**config.mk**
```make
export PLATFORM = sky130hd
export DESIGN_NAME = tia_horizontal_sequencer_flat
export DESIGN_NICKNAME = d
export VERILOG_FILES = /design/src/rtl/tia_horizontal_sequencer_if.sv /design/src/rtl/tia_horizontal_sequencer.sv /design/src/flat_wrapper.sv
export SDC_FILE = /design/constraint.sdc
export NUM_CORES = 1
export LEC_CHECK = 0
export BUFFER_PORTS_ARGS = -buffer_cell sky130_fd_sc_hd__buf_2
export CORE_MARGIN = 2
export CORE_UTILIZATION = 45
export CTS_CLUSTER_DIAMETER = 50
export DETAILED_ROUTE_END_ITERATION = 8
export MAX_ROUTING_LAYER = met4
export PLACE_DENSITY = 0.72
export SLEW_MARGIN = 20
export SYNTH_ARGS = -nofsm -noshare
export SYNTH_HDL_FRONTEND = slang
export SYNTH_SLANG_ARGS = --single-unit
```
**constraint.sdc**
```tcl
create_clock -name clk -period 1.5 [get_ports clk]
set_clock_uncertainty 0.05 [all_clocks]
set_input_delay 0.15 -clock clk [delete_from_list [all_inputs] [get_ports clk]]
set_output_delay 0.15 -clock clk [all_outputs]
set_load 0.01 [all_outputs]
```
**src/rtl/tia_horizontal_sequencer_if.sv**
```systemverilog
// Horizontal sequencer signal bundle: biphase clocks and CPU strobes in,
// line position and timing outputs back.
interface tia_horizontal_sequencer_if;
   logic       phi1;
   logic       phi2;
   logic       wsync;
   logic       rsync;
   logic       hmove;
   logic [5:0] hcount;
   logic [1:0] hstate;
   logic       hsync;
   logic       hblank;
   logic       rdy;
   logic       phase_err;

   modport master (
      output phi1, phi2, wsync, rsync, hmove,
      input  hcount, hstate, hsync, hblank, rdy, phase_err
   );

   modport slave (
      input  phi1, phi2, wsync, rsync, hmove,
      output hcount, hstate, hsync, hblank, rdy, phase_err
   );
endinterface

```
**src/rtl/tia_horizontal_sequencer.sv**
```systemverilog
// Horizontal line sequencer: counts biphase advances across a 57-position
// line, tracks the blank/sync/active phase, and handles the WSYNC halt,
// RSYNC restart and HMOVE extended-blank strobes.
//
// state    | meaning
// ---------+---------------------------------------------
// HB_EARLY | blank before sync (hcount 0..3)
// HS       | horizontal sync pulse (hcount 4..7)
// HB_LATE  | blank after sync (hcount 8..16, or 8..18 with hmove)
// ACTIVE   | visible portion of the line
module tia_horizontal_sequencer (
   input  logic clk,
   input  logic r,
   tia_horizontal_sequencer_if.slave bus
);

   typedef enum logic [1:0] {
      HB_EARLY = 2'd0,
      HS       = 2'd1,
      HB_LATE  = 2'd2,
      ACTIVE   = 2'd3
   } hstate_t;

   localparam logic [5:0] LAST_COUNT = 6'd56;

   hstate_t    state_q, state_d;
   logic [5:0] count_q, count_d;
   logic       phi2_q;
   logic       rsync_pend_q, rsync_pend_d;
   logic       hmove_latch_q, hmove_latch_d;
   logic       rdy_q, rdy_d;
   logic       phase_err_q, phase_err_d;
   logic       advance;
   logic       rsync_eff;
   logic       wrap;

   // Register all sequencer state; reset overrides every strobe and advance.
   always_ff @(posedge clk) begin
      if (r) begin
         state_q       <= HB_EARLY;
         count_q       <= 6'd0;
         phi2_q        <= 1'b0;
         rsync_pend_q  <= 1'b0;
         hmove_latch_q <= 1'b0;
         rdy_q         <= 1'b1;
         phase_err_q   <= 1'b0;
      end else begin
         state_q       <= state_d;
         count_q       <= count_d;
         phi2_q        <= bus.phi2;
         rsync_pend_q  <= rsync_pend_d;
         hmove_latch_q <= hmove_latch_d;
         rdy_q         <= rdy_d;
         phase_err_q   <= phase_err_d;
      end
   end

   // Next-state: advance on phi2 rising (blocked by phi1), wrap at end of
   // line or on a pending rsync, phase decode from the new count.
   always_comb begin
      advance       = bus.phi2 & ~phi2_q & ~bus.phi1;
      rsync_eff     = bus.rsync | rsync_pend_q;
      wrap          = advance & (rsync_eff | (count_q >= LAST_COUNT));
      state_d       = state_q;
      count_d       = count_q;
      rsync_pend_d  = rsync_eff;
      if (advance) begin
         rsync_pend_d = 1'b0;
         count_d      = wrap ? 6'd0 : count_q + 6'd1;
         case (count_d)
            6'd0:    state_d = HB_EARLY;
            6'd4:    state_d = HS;
            6'd8:    state_d = HB_LATE;
            6'd17:   if (!hmove_latch_q) state_d = ACTIVE;
            6'd19:   if (hmove_latch_q)  state_d = ACTIVE;
            default: state_d = state_q;
         endcase
      end
      // A new hmove outranks the wrap clear so it applies to the next line.
      hmove_latch_d = bus.hmove ? 1'b1 : (wrap ? 1'b0 : hmove_latch_q);
      // wsync outranks the wrap release so a coincident strobe halts a full line.
      rdy_d         = bus.wsync ? 1'b0 : (wrap ? 1'b1 : rdy_q);
      phase_err_d   = phase_err_q | (bus.phi1 & bus.phi2);
   end

   assign bus.hcount    = count_q;
   assign bus.hstate    = state_q;
   assign bus.hsync     = (state_q == HS);
   assign bus.hblank    = (state_q != ACTIVE);
   assign bus.rdy       = rdy_q;
   assign bus.phase_err = phase_err_q;

endmodule

```
**src/flat_wrapper.sv**
```systemverilog
// flat-port wrapper written by rule: the top's interface ports become plain ports
module tia_horizontal_sequencer_flat 
  (clk, r, bus_phi1, bus_phi2, bus_wsync, bus_rsync, bus_hmove, bus_hcount, bus_hstate, bus_hsync, bus_hblank, bus_rdy, bus_phase_err);
  tia_horizontal_sequencer_if bus_i ();
  input  logic clk;
  input  logic r;
  input wire logic [$bits(bus_i.phi1)-1:0] bus_phi1;
  input wire logic [$bits(bus_i.phi2)-1:0] bus_phi2;
  input wire logic [$bits(bus_i.wsync)-1:0] bus_wsync;
  input wire logic [$bits(bus_i.rsync)-1:0] bus_rsync;
  input wire logic [$bits(bus_i.hmove)-1:0] bus_hmove;
  output wire logic [$bits(bus_i.hcount)-1:0] bus_hcount;
  output wire logic [$bits(bus_i.hstate)-1:0] bus_hstate;
  output wire logic [$bits(bus_i.hsync)-1:0] bus_hsync;
  output wire logic [$bits(bus_i.hblank)-1:0] bus_hblank;
  output wire logic [$bits(bus_i.rdy)-1:0] bus_rdy;
  output wire logic [$bits(bus_i.phase_err)-1:0] bus_phase_err;
  assign bus_i.phi1 = bus_phi1;
  assign bus_i.phi2 = bus_phi2;
  assign bus_i.wsync = bus_wsync;
  assign bus_i.rsync = bus_rsync;
  assign bus_i.hmove = bus_hmove;
  assign bus_hcount = bus_i.hcount;
  assign bus_hstate = bus_i.hstate;
  assign bus_hsync = bus_i.hsync;
  assign bus_hblank = bus_i.hblank;
  assign bus_rdy = bus_i.rdy;
  assign bus_phase_err = bus_i.phase_err;
  tia_horizontal_sequencer u_core (.clk(clk), .r(r), .bus(bus_i));
endmodule
```
Word-level counts from Yosys, hierarchy flattened

Index checks and enable logic that the tools add are counted.

Reductions and logical operators: 6
Magnitude comparators: 1
Add/sub/neg operators: 1
Equal/unequal tests: 8
Muxes and demuxes: 8
Bitwise operators: 9

Operators with widths:

| operator                                                         | number |
|---|---|
| 6-bit by 5-bit == test with 1-bit output (second input constant) | 2 |
| 2-bit case mux with 5 select lines                               | 1 |
| 6-bit by 1-bit adder with 6-bit output (second input constant)   | 1 |
| 6-bit by 3-bit == test with 1-bit output (second input constant) | 1 |
| 6-bit by 4-bit == test with 1-bit output (second input constant) | 1 |
| 6-bit >= comparator (second input constant)                      | 1 |
| 6-bit zero test                                                  | 1 |
| 6-bit two-way mux                                                | 1 |
| 5-bit nonzero test                                               | 1 |
| 1-bit bitwise AND                                                | 4 |
| 1-bit two-way mux                                                | 4 |
| 2-bit two-way mux                                                | 2 |
| 2-bit != test (second input constant)                            | 2 |
| 4-bit AND reduction                                              | 1 |
| 2-bit nonzero test                                               | 2 |
| 1-bit OR                                                         | 3 |
| 2-bit by 1-bit == test with 1-bit output (second input constant) | 1 |
| 2-bit by 1-bit != test with 1-bit output (second input constant) | 1 |
| 1-bit NOT                                                        | 2 |
| 2-bit OR reduction                                               | 1 |

Word-level logic and storage cells: 40
Bits of input ports: 7
Register bits: 13
Output and inout port bits: 12

Longest topological paths before layout

Gate-level depths: netlist (run 1).

Depth in word-level cells: 8
Mapped depth: 7
Mapped depth without buffers: 7

Worst setup path after synthesis (run 1)

Ideal clock, no wire load.

Path kind: register to register
Start: reg u_core.count_q[1], in the netlist u_core.bus.hcount[1]
End: reg u_core.state_q[1], in the netlist u_core.bus.hstate[1]
Period minus slack after synthesis: 1.703 ns
Arrival time: 1.532 ns
Required time: 1.330 ns
Cell stages (with the launch flop): 8
Path buffers: 0
Slack: -0.203 ns
Library setup time: 0.120 ns
Cell sequence: dfxtp_1 > ha_1 > nand3_1 > xnor2_1 > nor3_1 > a31oi_1 > nor2b_4 > o22ai_2

Longest elaborated chain between the ends: 7
Elaborated cells on any way between the ends: 15
Classes of those cells: add/sub: 1; order compare: 1; eq/ne: 6; mux: 2; bitwise: 2; reduce/logical: 3

Ends and longest elaborated chain:

| item                                                                   | RTL line                       | RTL |
|---|---|---|
| start, declared                                                        | tia_horizontal_sequencer.sv:27 | `logic [5:0] count_q, count_d;` |
| start signal, assigned                                                 | tia_horizontal_sequencer.sv:49 | `count_q <= count_d;` |
| 6-bit >= comparator                                                    | tia_horizontal_sequencer.sv:63 | `wrap = advance & (rsync_eff \| (count_q >= LAST_COUNT));` |
| 1-bit OR                                                               | tia_horizontal_sequencer.sv:63 |  |
| 1-bit bitwise AND                                                      | tia_horizontal_sequencer.sv:63 |  |
| 6-bit two-way mux (*)                                                  | tia_horizontal_sequencer.sv:69 | `count_d = wrap ? 6'd0 : count_q + 6'd1;` |
| 6-bit by 3-bit == test with 1-bit output, or another cell as far along | tia_horizontal_sequencer.sv:70 | `case (count_d)` |
| 5-bit nonzero test (no source line), or another cell as far along      | n/a                            |  |
| 4-bit AND reduction (no source line)                                   | n/a                            |  |
| end signal, assigned                                                   | tia_horizontal_sequencer.sv:48 | `state_q <= state_d;` |
| end, declared                                                          | tia_horizontal_sequencer.sv:26 | `hstate_t state_q, state_d;` |

Mark *: on every way between the ends. The rest lies on a longest branch, timed or not.
A chain may end at the register's enable or synchronous reset.

Final worst setup path (run 1)

Start: reg u_core.count_q[0], in the netlist u_core.bus.hcount[0]
End: reg u_core.state_q[1], in the netlist u_core.bus.hstate[1]

Same word-level chain as after synthesis.

==> impl_metrics.py, run 1 <==
metrics = {
    "layout": {
        "drive_gt1_share_pct": 40.2,
        "stdcell_area_um2": 1010,
        "area_growth_pct": 37.0,
        "final_util_pct": 66.3,
        "insertedDiodeCount": 0,
        "finalNetCount": 132,
        "stdcell_count": 138,
    },
    "global_routing": {
        "antenna_found_initial": 0,
        "grt_pass1_vias": 667,
        "grt_util_all_layers_pct": 21.0,
        "grt_max_degree": 15,
        "grt_overflow": 0,
        "grt_pass1_wl_um": 2880,
    },
    "detailed_routing": {
        "routedWlPerCell_um": 12.7,
        "route.detailed.drc": 0,
        "viasPerCell": 5.49,
        "dr.pass1.iters": 5,
        "drt_wl_total_um": 1750,
        "drtIter0Drc": 29,
        "vias": 757,
        "ant_nets": 0,
    },
    "power": {
        "power_switching_mw": 0.183,
        "p_clk_share_pct": 33.8,
        "p_int_mw": 0.493,
        "leakage_nw": 0.410,
        "vdd_drop_max_mv": 0.365,
        "pwr_density_cell_nw_per_um2": 670,
        "pwr-share-seq_pct": 53.2,
        "swShare_pct": 27.1,
        "p_comb_share_pct": 13.0,
    },
    "sta": {
        "finalWorstSetupSlack_ns": -0.0848,
        "worst_slew_pin_slew_ns": 0.264,
        "hold_violations": 0,
        "slew_headroom_pct": 82.3,
        "fmax_mhz": 631,
        "whs_ns": 0.0191,
        "drv_slew": 0,
        "period_share_pct": 106,
        "period_needed_ns": 1.58,
        "setup_viol": 2,
        "rsz0062_at_grt": "yes",
    },
    "clocking": {
        "htreeDepth": 1,
        "cts_max_path_buffers": 2,
        "clock_latency_ns": 0.29,
        "cts_tree": "built",
        "clkSinkCount": 13,
        "cts_buffers": 3,
        "clkTransAtPathRegs_ns": 0.09,
        "clock-root-buffer": "clkbuf_4",
    },
    "critical_path": {
        "path_class": "register to register",
        "rrSetupSlack_ns": -0.08,
        "required_ns": 1.66,
        "worstPathArrival_ns": 1.75,
        "startpoint_type": "register",
        "crit_path_max_fanout": 6,
        "r2r_start": "u_core.bus.hcount[0]",
        "rr_worst_depth": 7,
        "endpoint_kind": "register",
        "rr_endpoint": "u_core.bus.hstate[1]",
        "startpoint": "u_core.bus.hcount[0]",
        "crit_end": "u_core.bus.hstate[1]",
    },
    "floorplanning": {
        "num_rows": 14,
        "die_w_um": 44.5,
        "die-area_um2": 1980,
        "pin_count": 19,
        "core_area_um2": 1520,
        "start_util_pct": 48.4,
        "die-height_um": 44.5,
    },
    "synth": {
        "yosysTopAreaCell": "dfxtp_1",
        "async_flop_share_pct": 0,
        "syn_inst": 94,
        "synth.top_cell.area_share_pct": 35.3,
        "syn_nets": 103,
        "ys_seq_area_share_pct": 35.3,
        "ys_ff_latch": 13,
        "synth_area_um2": 737,
        "synth-edff-count": 0,
        "ys_top_cells_by_count": "nor2_1, dfxtp_1, a21oi_1, nand2_1",
        "synth_warnings": 0,
        "yosysMostFrequentCell": "nor2_1",
        "synth_ff_type": "dfxtp_1",
        "avgSynthCellArea_um2": 7.84,
        "ys_types": 31,
        "synth_area_leaders": "dfxtp_1, nor2_1, a21oi_1",
    },
    "outcome": {
        "failed_checks": "setup timing",
        "status": "complete, but fails checks",
    },
    "placed_design": {
        "dp.cells": 132,
        "hpwlAfterDp_um": 1280,
        "place_area_um2": 940,
        "portBuffers": 18,
        "dp_worst_setup_slack_ns": -0.101,
        "gp_congestion": 0.842,
    },
    "worst_hold_path": {
        "worst_hold_path_type": "input port to register",
    },
    "run": {
        "cap_viol_max_count": 0,
    },
}
[sequential cells by signal, summed over array words and instances (netlist names)]
signal	count
u_core.bus.rdy	1
u_core.rsync_pend_q	1
u_core.bus.phase_err	1
u_core.bus.hstate	2
u_core.phi2_q	1
u_core.hmove_latch_q	1
u_core.bus.hcount	6
[power groups by stage]
stage,Clock [mW],Combinational [mW],Sequential (mW)
2_1_floorplan,0,0.0513,0.370
3_3_place_gp,0,0.0826,0.367
3_5_place_dp,0,0.0839,0.368
4_1_cts,0.231,0.0861,0.360
5_1_grt,0.244,0.0978,0.361
6_report,0.228,0.0881,0.360
[critical path, stage by stage (launching register included)]
cell	delay (ns)
dfxtp_4	0.40
ha_4	0.16
nand3_4	0.09
xnor2_2	0.16
nor3_4	0.23
a21oi_1	0.09
nand4b_1	0.18
o22ai_2	0.15
[per-layer routing]
layer  global-route usage (%)  share of wire, %
met1                     26.8                47
met2                     30.1                46
met3                     6.12               5.6
met4                     9.70               1.8
met5                        -                 0
[layout by cell type, fill, tap and decap left out, types with 3 or more instances in the layout]
cell type | synthesis | final
a21oi_1 | 11 | 11
and2_1 | 3 | 3
buf_2 | 1 | 18
buf_4 | 0 | 8
clkbuf_4 | 0 | 3
dfxtp_1 | 13 | 8
dfxtp_2 | 0 | 3
nand2_1 | 11 | 9
nand2b_1 | 3 | 3
nor2_1 | 15 | 15
[area by class of cell]
class	instances	area [um^2]
multi-input combinational	76	524
fill	128	514
timing repair buffer	27	160
inverter	2	7.51
sequential	13	272
tap	16	20.0
clock buffer	4	26.3
[metrics by stage]
stage / TNS [ns] / power (mW)
6_report: -0.143 / 0.676
4_1_cts: -0.151 / 0.677
2_1_floorplan: 0 / 0.421
3_5_place_dp: -0.163 / 0.452
5_1_grt: -0.323 / 0.703
3_3_place_gp: -0.118 / 0.450
[timing repair]
item                       CTS  global route
hold endpoints to repair     1             0
gates resized for setup      1             5
setup buffers                1             0
setup endpoints to repair    2             3
pin swaps                    2             6
hold buffers                 1             0
[worst min-delay path by stage]
stage / endpoint / slack (ns) / startpoint / depth (start not counted)
2_1_floorplan: u_core.phi2_q / 0.17 / r / 1
3_3_place_gp: u_core.bus.rdy / 0.29 / bus_wsync / 2
3_5_place_dp: u_core.bus.rdy / 0.29 / bus_wsync / 2
4_1_cts: u_core.hmove_latch_q / 0.02 / bus_hmove / 3
5_1_grt: u_core.hmove_latch_q / 0.05 / bus_hmove / 3
6_report: u_core.hmove_latch_q / 0.02 / bus_hmove / 3
[kinds of logic after synthesis]
family / synth area share [%]
compound gates: 20.2
xor+xnor: 3.57
fa+ha+maj: 3.40
buf+inv: 2.72
flops: 35.3
simple gates: 34.8
(Power assumes the default switching activity.)
==> inputs of run 2 (changes only) <==
Settings changed: CORE_UTILIZATION 45 to 40, PLACE_DENSITY 0.72 to 0.66.
==> run 2 against run 1 <==
Compared with the run above: the flow still finishes with violations (setup timing); highest routed layer unchanged; non-clock buffer count grew 3; critical path depth is the same; register-to-register slack better by 0.02 ns.
==> impl_metrics.py, run 2 (synthesized netlist as in run 1, its figures left out) <==
metrics = {
    "layout": {
        "drive_gt1_share_pct": 42.4,
        "final_cell_mix": "buf_2, nor2_1, a21oi_1, buf_4, nand2_1",
        "largest_register_ffs": 6,
        "insertedDiodeCount": 0,
        "area_growth_pct": 41.9,
        "final_util_pct": 60.6,
        "fillers": 163,
        "mostFrequentLayoutCell": "buf_2",
        "finalNetCount": 135,
    },
    "clocking": {
        "clock_latency_ns": 0.29,
        "clock-root-buffer": "clkbuf_4",
        "clkSinkCount": 13,
        "htreeDepth": 1,
        "clkTransAtPathRegs_ns": 0.08,
        "cts_max_path_buffers": 2,
        "cts_buffers": 3,
        "cts_tree": "built",
    },
    "power": {
        "p_clk_share_pct": 33.7,
        "vdd_drop_max_mv": 0.554,
        "pwr-share-seq_pct": 53.3,
        "p_int_mw": 0.486,
        "pwr_density_cell_nw_per_um2": 636,
        "finalPower_mw": 0.665,
        "swShare_pct": 26.9,
        "leakage_nw": 0.421,
        "power_switching_mw": 0.179,
        "p_comb_share_pct": 13.0,
    },
    "critical_path": {
        "endpoint_kind": "register",
        "path_class": "register to register",
        "path_cells": "ha_4 > nand2b_4 > nand2_2 > nor3_4 > a41oi_2 > nand4b_1 > o22ai_2",
        "startpoint_type": "register",
        "required_ns": 1.62,
        "worstPathArrival_ns": 1.68,
        "rr_worst_depth": 7,
        "worst_path_largest_cell_delay_ns": 0.39,
        "crit_end": "u_core.bus.hstate[1]",
        "slowest_stage": "dfxtp_4",
        "startpoint": "u_core.bus.hcount[0]",
        "r2r_start": "u_core.bus.hcount[0]",
        "rr_endpoint": "u_core.bus.hstate[1]",
        "rrSetupSlack_ns": -0.06,
        "crit_path_max_fanout": 6,
    },
    "global_routing": {
        "grt_max_degree": 15,
        "grt_util_all_layers_pct": 21.4,
        "grt_pass1_vias": 712,
        "antenna_found_initial": 0,
        "grt_overflow": 0,
        "grt_pass1_wl_um": 3130,
    },
    "worst_hold_path": {
        "hold_depth": 3,
        "worst_hold_path_type": "input port to register",
    },
    "detailed_routing": {
        "ant_nets": 0,
        "route.detailed.drc": 0,
        "drt_wl_total_um": 1880,
        "viasPerCell": 5.01,
        "routedWlPerCell_um": 12.5,
        "dr.pass1.iters": 4,
        "vias": 751,
        "drtIter0Drc": 14,
    },
    "sta": {
        "period_share_pct": 104,
        "period_needed_ns": 1.56,
        "slew_headroom_pct": 83.1,
        "hold_violations": 0,
        "drv_slew": 0,
        "rsz0062_at_grt": "yes",
        "finalWorstSetupSlack_ns": -0.0603,
        "setup_viol": 2,
        "finalSetupTns_ns": -0.0988,
        "fmax_mhz": 641,
        "worst_slew_pin_slew_ns": 0.254,
    },
    "floorplanning": {
        "die-height_um": 46.9,
        "num_rows": 15,
        "pin_count": 19,
        "start_util_pct": 42.7,
        "core_area_um2": 1730,
        "die-area_um2": 2200,
        "die_w_um": 46.9,
    },
    "outcome": {
        "status": "complete, but fails checks",
        "failed_checks": "setup timing",
    },
    "placed_design": {
        "dp_worst_setup_slack_ns": -0.0832,
        "hpwlAfterDp_um": 1340,
        "portBuffers": 18,
        "gp_congestion": 0.767,
    },
    "run": {
        "cap_viol_max_count": 0,
    },
}
[run 2: worst max-delay path, delay by kind of cell (launching register included)]
family / cells / cell delay (ns)
adders and majority gates: 1 / 0.16
AOI/OAI and AO/OA: 2 / 0.26
DFF: 1 / 0.39
and+or+nand+nor: 4 / 0.58
[run 2: power by group through the flow]
stage / Clock, mW / Combinational [mW] / Sequential [mW]
after CTS: 0.233 / 0.0858 / 0.356
after detailed placement: 0 / 0.0832 / 0.368
after global routing: 0.253 / 0.0960 / 0.356
after global placement: 0 / 0.0814 / 0.367
after floorplan: 0 / 0.0513 / 0.370
final: 0.224 / 0.0866 / 0.354
[run 2: worst min path at each step]
stage,from,endpoint,slack [ns]
floorplan,r,u_core.phi2_q,0.17
global placement,bus_wsync,u_core.bus.rdy,0.29
detailed placement,bus_wsync,u_core.bus.rdy,0.31
CTS,bus_hmove,u_core.hmove_latch_q,0.03
global route,bus_hmove,u_core.hmove_latch_q,0.07
finish,bus_hmove,u_core.hmove_latch_q,0.03
[run 2: layout make-up]
| type | count | area, um^2 | share of cell area (%) |
|---|---|---|---|
| tap | 25 | 31.3 | 2.99 |
| multi-input combinational | 76 | 519 | 49.6 |
| sequential | 13 | 279 | 26.7 |
| inverter | 2 | 7.51 | 0.718 |
| clock buffer | 4 | 26.3 | 2.51 |
| timing repair buffer | 30 | 183 | 17.5 |
[run 2: per-layer routing]
metal / routed length (um) / part of all wire, % / track usage, %
met5: 0 / 0 / -
met1: 898 / 48 / 26.3
met4: 44 / 2.3 / 12.8
met2: 870 / 46 / 31.5
met3: 64 / 3.4 / 5.00
[run 2: per-stage QoR]
step,area [um^2],cells,hold WS [ns]
floorplan,796,94,0.172
global placement,951,141,0.287
detailed placement,951,141,0.308
CTS,1030,149,0.0309
global route,1050,150,0.0660
finish,1050,150,0.0309
[run 2: repair_timing]
action / 4_1_cts / 5_1_grt
endpoints found under the setup margin: 2 / 5
hold endpoints to repair: 1 / 0
pin swaps: 4 / 4
resized for setup: 5 / 4
hold buffers: 1 / 0
gates cloned: 0 / 0
setup buffers: 3 / 1
